File: config.mk
export PLATFORM = sky130hd
export DESIGN_NAME = dds_sweep_ctrl
export DESIGN_NICKNAME = d
export VERILOG_FILES = /design/src/rtl/dds_sweep_ctrl.sv
export SDC_FILE = /design/constraint.sdc
export NUM_CORES = 1
export LEC_CHECK = 0
export CAP_MARGIN = 15
export CORE_UTILIZATION = 50
export CTS_CLUSTER_DIAMETER = 30
export CTS_CLUSTER_SIZE = 8
export DETAILED_ROUTE_END_ITERATION = 10
export PLACE_DENSITY_LB_ADDON = 0.1
export SYNTH_ARGS = -nofsm -noshare
export SYNTH_HDL_FRONTEND = slang
export SYNTH_SLANG_ARGS = --single-unit
File: constraint.sdc
create_clock -name i_clk -period 6.9 [get_ports i_clk]
set_input_delay 1.38 -clock i_clk [delete_from_list [all_inputs] [get_ports i_clk]]
set_output_delay 1.38 -clock i_clk [all_outputs]
set_load 0.01 [all_outputs]
File: src/rtl/dds_sweep_ctrl.sv
// rtl/dds_sweep_ctrl.sv - DDS frequency sweep sequencer (single, sawtooth, triangle).
// Optional feature macro: DDS_SWEEP_PHASE_RST_EN (phase reset on each sawtooth wrap).
module dds_sweep_ctrl #(
  parameter int PW = 32,
  parameter int TW = 16
) (
  input  logic          i_clk,
  input  logic          i_rst_n,
  input  logic          i_start,
  input  logic          i_abort,
  input  logic [1:0]    i_mode,
  input  logic [PW-1:0] i_f_start,
  input  logic [PW-1:0] i_f_stop,
  input  logic [PW-1:0] i_f_step,
  input  logic [TW-1:0] i_dwell,
  input  logic [PW-1:0] i_phase_off,
  output logic          o_busy,
  output logic          o_done,
  output logic          o_dds_en,
  output logic          o_dds_rst,
  output logic [PW-1:0] o_dds_freq,
  output logic [PW-1:0] o_dds_phase
);

  typedef enum logic [1:0] {S_IDLE, S_PRIME, S_UP, S_DOWN} state_t;

  localparam logic [1:0] M_SAW = 2'd1;
  localparam logic [1:0] M_TRI = 2'd2;

  state_t        r_state, w_state_nxt;
  logic [1:0]    r_mode, w_mode_nxt;
  logic [PW-1:0] r_f_start, w_f_start_nxt;
  logic [PW-1:0] r_f_stop, w_f_stop_nxt;
  logic [PW-1:0] r_f_step, w_f_step_nxt;
  logic [TW-1:0] r_dwell, w_dwell_nxt;
  logic [TW-1:0] r_cnt, w_cnt_nxt;
  logic          r_busy, w_busy_nxt;
  logic          r_done, w_done_nxt;
  logic          r_en, w_en_nxt;
  logic          r_rst, w_rst_nxt;
  logic [PW-1:0] r_freq, w_freq_nxt;
  logic [PW-1:0] r_phase, w_phase_nxt;

  logic [PW:0]   w_sum;
  logic [PW:0]   w_diff;
  logic [PW-1:0] w_up_freq;
  logic [PW-1:0] w_dn_freq;
  logic          w_degen;
  logic          w_pt_end;
  logic          w_repeat;

  // Sum/difference carry one extra bit so overflow and borrow clamp to the end points.
  assign w_sum     = {1'b0, r_freq} + {1'b0, r_f_step};
  assign w_diff    = {1'b0, r_freq} - {1'b0, r_f_step};
  assign w_up_freq = (w_sum >= {1'b0, r_f_stop}) ? r_f_stop : w_sum[PW-1:0];
  assign w_dn_freq = (w_diff[PW] || (w_diff[PW-1:0] < r_f_start)) ? r_f_start : w_diff[PW-1:0];
  assign w_degen   = (r_f_start >= r_f_stop);
  assign w_pt_end  = (r_cnt == '0);
  assign w_repeat  = (r_mode == M_SAW) || (r_mode == M_TRI);

  always_ff @(posedge i_clk or negedge i_rst_n) begin
    if (!i_rst_n) begin
      r_state   <= S_IDLE;
      r_mode    <= '0;
      r_f_start <= '0;
      r_f_stop  <= '0;
      r_f_step  <= '0;
      r_dwell   <= '0;
      r_cnt     <= '0;
      r_busy    <= 1'b0;
      r_done    <= 1'b0;
      r_en      <= 1'b0;
      r_rst     <= 1'b0;
      r_freq    <= '0;
      r_phase   <= '0;
    end else begin
      r_state   <= w_state_nxt;
      r_mode    <= w_mode_nxt;
      r_f_start <= w_f_start_nxt;
      r_f_stop  <= w_f_stop_nxt;
      r_f_step  <= w_f_step_nxt;
      r_dwell   <= w_dwell_nxt;
      r_cnt     <= w_cnt_nxt;
      r_busy    <= w_busy_nxt;
      r_done    <= w_done_nxt;
      r_en      <= w_en_nxt;
      r_rst     <= w_rst_nxt;
      r_freq    <= w_freq_nxt;
      r_phase   <= w_phase_nxt;
    end
  end

  always_comb begin
    w_state_nxt   = r_state;
    w_mode_nxt    = r_mode;
    w_f_start_nxt = r_f_start;
    w_f_stop_nxt  = r_f_stop;
    w_f_step_nxt  = r_f_step;
    w_dwell_nxt   = r_dwell;
    w_cnt_nxt     = r_cnt;
    w_busy_nxt    = r_busy;
    w_done_nxt    = 1'b0;
    w_en_nxt      = r_en;
    w_rst_nxt     = 1'b0;
    w_freq_nxt    = r_freq;
    w_phase_nxt   = r_phase;

    if (i_abort) begin
      w_state_nxt = S_IDLE;
      w_busy_nxt  = 1'b0;
      w_en_nxt    = 1'b0;
    end else begin
      case (r_state)
        S_IDLE: begin
          if (i_start) begin
            w_mode_nxt    = i_mode;
            w_f_start_nxt = i_f_start;
            w_f_stop_nxt  = i_f_stop;
            // A zero step would stall the sweep forever, so it behaves as a step of one.
            w_f_step_nxt  = (i_f_step == '0) ? PW'(1) : i_f_step;
            w_dwell_nxt   = i_dwell;
            w_freq_nxt    = i_f_start;
            w_phase_nxt   = i_phase_off;
            w_busy_nxt    = 1'b1;
            w_rst_nxt     = 1'b1;
            w_en_nxt      = 1'b0;
            w_state_nxt   = S_PRIME;
          end
        end
        S_PRIME: begin
          w_en_nxt    = 1'b1;
          w_cnt_nxt   = r_dwell;
          w_state_nxt = S_UP;
        end
        S_UP: begin
          if (!w_pt_end) begin
            w_cnt_nxt = r_cnt - TW'(1);
          end else begin
            w_cnt_nxt = r_dwell;
            if ((r_freq == r_f_stop) || w_degen) begin
              if (!w_repeat) begin
                w_state_nxt = S_IDLE;
                w_done_nxt  = 1'b1;
                w_busy_nxt  = 1'b0;
                w_en_nxt    = 1'b0;
              end else if ((r_mode == M_TRI) && !w_degen) begin
                w_freq_nxt  = w_dn_freq;
                w_state_nxt = S_DOWN;
              end else begin
                w_freq_nxt = r_f_start;
`ifdef DDS_SWEEP_PHASE_RST_EN
                w_rst_nxt  = !w_degen;
`else
                w_rst_nxt  = 1'b0;
`endif
              end
            end else begin
              w_freq_nxt = w_up_freq;
            end
          end
        end
        S_DOWN: begin
          if (!w_pt_end) begin
            w_cnt_nxt = r_cnt - TW'(1);
          end else begin
            w_cnt_nxt = r_dwell;
            if (r_freq == r_f_start) begin
              w_freq_nxt  = w_up_freq;
              w_state_nxt = S_UP;
            end else begin
              w_freq_nxt = w_dn_freq;
            end
          end
        end
        default: w_state_nxt = S_IDLE;
      endcase
    end
  end

  assign o_busy      = r_busy;
  assign o_done      = r_done;
  assign o_dds_en    = r_en;
  assign o_dds_rst   = r_rst;
  assign o_dds_freq  = r_freq;
  assign o_dds_phase = r_phase;

endmodule
==> impl_metrics.yaml, run 1 <==
timing:
  max_freq_ghz: 0.155
  post-route-period-util: 0.936
  fin_skew_ns: 0.0211
  maxSlewHeadroom: 0.242
  rsz0062_at_grt: "no"
  hold_slack_ns: 0.474
  slew_viol_final: 0
  finalCriticalPeriod_ns: 6.46
  setup_slack_ns: 0.439
  tns_ns: 0
  tightest_slew_ns: 1.14
  hold_viol_final: 0
  setup_viol_count_final: 0
setup_path:
  path_cells: "ha_1 > nor2b_1 > o2111a_1 > o211ai_1 > o21a_1 > o21bai_1 > a21oi_1 > a31oi_1 > or3_2 > and2_1 > ha_1 > nand4_1 > nor4b_1 > nand2_1 > o2111ai_1 > a31oi_1 > or3_1 > o21ai_1 > a221oi_1 > a31oi_1"
  slowest_stage: "o21ai_1"
  max_stage_delay_ns: 0.73
  path_buf_inv: 0
  start_kind: "flop"
  critPathMaxFanout: 8
  crit_family: "compound AO/OA/AOI/OAI gates"
  crit_type: "reg2reg"
  r2r_slack_ns: 0.44
  end_kind: "flop"
  cpMostUsedCell: "a31oi_1"
  cp_data_required_time_ns: 7.28
  cp.arrival_ns: 6.84
logic_synthesis:
  syn_area_um2: 16600
  synthXorXnorAreaFrac: 0.0618
  ys_types: 94
  seq_area_frac_synth: 0.302
  synth_top_flop_cell: "dfrtp_1"
  synthCells: 2051
  synth-warning-count: 0
  synth-compound-area-share: 0.235
  synthTopCellsByArea: "dfrtp_1 (30%), ha_1 (13%), nand2_1 (8.2%), o21ai_0 (5.8%), a21oi_1 (4.8%)"
  synth_area_leader_cell: "dfrtp_1"
  syn-num-nets: 2369
  synthAdderAreaFrac: 0.128
  synth_top_family_by_area: "compound AO/OA/AOI/OAI gates"
  synth_edf_count: 0
  yosys.area_share.simple: 0.185
  yosysTopAreaCellShare: 0.302
  synth-seq-cells: 200
  syn_avg_cell_area_um2: 8.09
  async_flop_share: 1.00
  ys_top_cells_by_count: "nand2_1 (362), dfrtp_1 (200), o21ai_0 (192), ha_1 (166), a21oi_1 (159)"
  yosysMostFrequentCell: "nand2_1"
  synthMuxAreaShare: 0.0225
route:
  drt_iter0_markers: 2029
  num_vias: 16500
  wire_per_inst_um: 23.6
  ant_nets: 0
  dr.pass1.iters: 6
  via_per_inst: 6.18
  routed_wl_um: 63300
  drc_errors: 0
floorplan:
  die_h_um: 184
  ios: 218
  num_rows: 66
  die_w_um: 184
  initial_core_util: 0.508
  dieArea_um2: 33900
  core_region_area_um2: 32600
clock_tree:
  cts-root-buf: "clkbuf_16"
  cts_tree: "yes"
  cts_num_sinks: 200
  cts_resized: 0
  post-cts-setup-buffers: 0
  clkTransAtPathRegs_ns: 0.08
  cts_buffer_depth: 2
  hold_buffers: 0
  cts_htree_levels: 4
  clk_latency_ns: 0.49
  cts_buffers: 17
grt:
  overflow: 0
  grt_max_degree: 156
  track_usage: 0.381
  grt_pass1_wl_um: 96100
  grt_pass1_vias: 16100
  antenna_found_initial: 0
placement:
  hpwl_um: 48300
  gp_congestion: 1.08
  io_buffer_count: 217
  place_ws_ns: 0.683
layout:
  diodes: 0
  layout.nets: 2541
  drive_above_1_share: 0.0582
  seq_area_um2: 5000
  fill_cells: 2971
  area_growth_pct: 18.4
  multi_input_area_um2: 10500
  fin_util: 0.602
run:
  drv_cap: 0
min_path:
  holdCritPathClass: "reg2reg"
status:
  status: "complete, no violations"
-- layer usage --
metal,track usage,part of all wire,up-vias
met5,0,0,-
met4,0.175,0.047,0
met3,0.0927,0.10,151
met2,0.567,0.43,898
met1,0.519,0.43,7894
li1,-,-,7602
-- flip-flops by register name, indices dropped and copies added, names as in the netlist --
name / cells
r_mode: 2
r_cnt: 16
o_busy: 1
o_dds_rst: 1
r_f_stop: 32
o_dds_en: 1
r_f_step: 32
r_dwell: 16
r_state: 2
o_dds_freq: 32
o_done: 1
o_dds_phase: 32
r_f_start: 32
-- path summary, 6_finish.rpt --
| kind | start | endpoint | depth (start not counted) |
|---|---|---|---|
| max in group asynchronous | i_rst_n | o_dds_freq[29] | 2 |
| min in group asynchronous | i_rst_n | r_f_stop[16] | 1 |
| min reg2reg | o_dds_phase[5] | o_dds_phase[5] | 2 |
| max reg2reg | o_dds_freq[1] | o_dds_freq[12] | 20 |
| min | o_dds_phase[5] | o_dds_phase[5] | 2 |
| max | o_dds_freq[1] | o_dds_freq[12] | 20 |
-- cells by family (layout without fill, tap and decap cells) --
kind of cell	after synthesis	count (layout)
adders and majority gates	168	168
buffers and inverters	243	427
DFF	200	200
xor gates and xnor gates	117	117
and+or+nand+nor	677	677
muxes	36	36
AOI/OAI and AO/OA	610	610
-- worst reg2reg max path: stages (launching register included) --
cell	delay, ns
dfrtp_1	0.49
ha_1	0.35
nor2b_1	0.16
o2111a_1	0.28
o211ai_1	0.51
o21a_1	0.31
o21bai_1	0.22
a21oi_1	0.19
a31oi_1	0.18
or3_2	0.47
and2_1	0.18
ha_1	0.29
nand4_1	0.12
nor4b_1	0.43
nand2_1	0.09
o2111ai_1	0.12
a31oi_1	0.14
or3_1	0.57
o21ai_1	0.73
a221oi_1	0.26
a31oi_1	0.28
-- stage by stage --
step	instances	instance area, um2
floorplan	2051	16600
global placement	2645	19100
detailed placement	2645	19100
CTS	2676	19600
global route	2677	19600
finish	2677	19600
-- final cells by class --
type,count,share of cell area
flip-flops and latches,200,0.255
repair buffers,254,0.127
multi-input cells,1608,0.534
clock inverters,12,0.00535
clock buffers,19,0.0231
inverters,142,0.0274
well taps,442,0.0282
-- cells in the final DEF (no fill, tap or decap), types with 18 or more instances in the layout --
cell / instances
mux2i_1: 26
nor3_1: 31
a31oi_1: 27
nand3_1: 24
a21oi_1: 159
a21o_1: 18
inv_1: 141
nand2_1: 362
a211oi_1: 19
buf_4: 33
o211ai_1: 27
ha_1: 166
o21ai_0: 191
xor2_1: 38
nand4_1: 32
dfrtp_1: 200
xnor2_1: 79
nor2b_1: 18
o21bai_1: 22
nor2_1: 108
clkdlybuf4s50_1: 216
nor4_1: 30
Power of run 1 is not shown: default switching activity piles up to over one toggle a cycle in this logic, so the estimate is an artifact.
==> inputs of run 2 (changes only) <==
- SLEW_MARGIN: unset -> 20
==> run 2 against run 1 <==
Effect of this change:
- clock skew shrank 0.0037 ns
- first-iteration DRC count grew 1.3%
- setup slack gained 0.045 ns
- hold slack is essentially flat
- sequential cell count is the same
- via count grew 0.51%
- die area is the same
- cell count is essentially flat
- critical path depth is the same
- fmax grew 0.71%
==> impl_metrics.yaml, run 2 (synthesis results as in run 1) <==
timing:
  tightest_slew_ns: 1.14
  max_freq_ghz: 0.156
  rsz0062_at_grt: "no"
  fin_skew_ns: 0.0175
  tns_ns: 0
  maxSlewHeadroom: 0.238
  slew_viol_final: 0
  setup_viol_count_final: 0
  setup_slack_ns: 0.484
  post-route-period-util: 0.930
  finalCriticalPeriod_ns: 6.42
  hold_viol_final: 0
layout:
  fin_util: 0.602
  drive_above_1_share: 0.0582
  area_growth_pct: 18.4
  diodes: 0
  final_common_cell: "nand2_1"
  fin_cells: 2676
  fill_cells: 2972
  multi_input_area_um2: 10500
  layout.nets: 2540
  seq_area_um2: 5000
  layout_common_cells: "nand2_1 (362), clkdlybuf4s50_1 (216), dfrtp_1 (200)"
grt:
  track_usage: 0.381
  antenna_found_initial: 0
  grt_max_degree: 156
  overflow: 0
  grt_pass1_wl_um: 96100
  grt_pass1_vias: 16100
clock_tree:
  cts_htree_levels: 4
  cts-root-buf: "clkbuf_16"
  clk_latency_ns: 0.48
  cts_tree: "yes"
  cts_resized: 0
  post-cts-setup-buffers: 0
  hold_buffers: 0
  cts_buffers: 17
  cts_buffer_depth: 2
  clkTransAtPathRegs_ns: 0.08
  cts_num_sinks: 200
setup_path:
  max_stage_delay_ns: 0.74
  critPathMaxFanout: 8
  start_kind: "flop"
  end_kind: "flop"
  cp_data_required_time_ns: 7.29
  crit_type: "reg2reg"
  path_buf_inv: 0
  cpMostUsedCell: "a31oi_1"
  slowest_stage: "o21ai_1"
  crit_family: "compound AO/OA/AOI/OAI gates"
  path_cells: "ha_1 > nor2b_1 > o2111a_1 > o211ai_1 > o21a_1 > o21bai_1 > a21oi_1 > a31oi_1 > or3_2 > and2_1 > ha_1 > nand4_1 > nor4b_1 > nand2_1 > o2111ai_1 > a31oi_1 > or3_1 > o21ai_1 > a221oi_1 > a31oi_1"
  cp.arrival_ns: 6.80
placement:
  gp_congestion: 1.08
  place_ws_ns: 0.683
  hpwl_um: 48300
  placedCellCount: 2645
  io_buffer_count: 217
floorplan:
  num_rows: 66
  core_region_area_um2: 32600
  die_w_um: 184
  dieArea_um2: 33900
  die_h_um: 184
  initial_core_util: 0.508
  ios: 218
route:
  drc_errors: 0
  ant_nets: 0
  via_per_inst: 6.21
  wire_per_inst_um: 23.6
  drt_iter0_markers: 2056
  routed_wl_um: 63300
  dr.pass1.iters: 6
  num_vias: 16600
run:
  drv_cap: 0
status:
  status: "complete, no violations"
min_path:
  holdCritPathClass: "reg2reg"
run 2: cell count changes in the layout (fill, tap and decap cells not counted):
| cell | delta |
|---|---|
| buf_2 | -1 |
| nor4_1 | -1 |
| nor4_2 | +1 |
run 2: through the flow:
step	hold slack, ns	cell area, um2
2_1_floorplan	0.440	16600
3_3_place_gp	0.457	19100
3_5_place_dp	0.461	19100
4_1_cts	0.481	19600
5_1_grt	0.493	19600
6_report	0.474	19600
run 2: worst paths after layout:
check / startpoint / to / slack (ns) / cells past startpoint
worst max-delay path: o_dds_freq[1] / o_dds_freq[12] / 0.48 / 20
worst max register to register: o_dds_freq[1] / o_dds_freq[12] / 0.48 / 20
min in group asynchronous: i_rst_n / r_f_step[8] / 0.84 / 1
worst min-delay path: o_dds_phase[5] / o_dds_phase[5] / 0.47 / 2
max in group asynchronous: i_rst_n / o_dds_freq[29] / 4.71 / 2
worst min register to register: o_dds_phase[5] / o_dds_phase[5] / 0.47 / 2
run 2: tightest hold or removal path, delay by kind of cell (launching register included):
family | cells | cell delay (ns)
flops | 1 | 0.34
simple gates | 2 | 0.10
run 2: metal layers:
metal | vias to the layer above | wire, um | GRT usage
li1 | 7601 | - | -
met1 | 7947 | 26900 | 0.519
met2 | 929 | 27100 | 0.567
met3 | 153 | 6360 | 0.0927
met4 | 0 | 2880 | 0.175
met5 | - | 0 | 0
run 2: cell type report:
| cell class | count | area share |
|---|---|---|
| Clock inverter | 12 | 0.00535 |
| Clock buffer | 19 | 0.0231 |
| Multi-Input combinational cell | 1608 | 0.535 |
| Tap cell | 442 | 0.0282 |
| Inverter | 142 | 0.0274 |
| Timing Repair Buffer | 253 | 0.126 |
| Sequential cell | 200 | 0.255 |
Power of run 2 is left out for the same reason.
==> inputs of run 3 (changes only) <==
- HOLD_SLACK_MARGIN: unset -> 0.12
==> results of run 3 <==
Final layout, timing and power as in run 2 (identical DEF).
Power of run 3 is left out for the same reason.
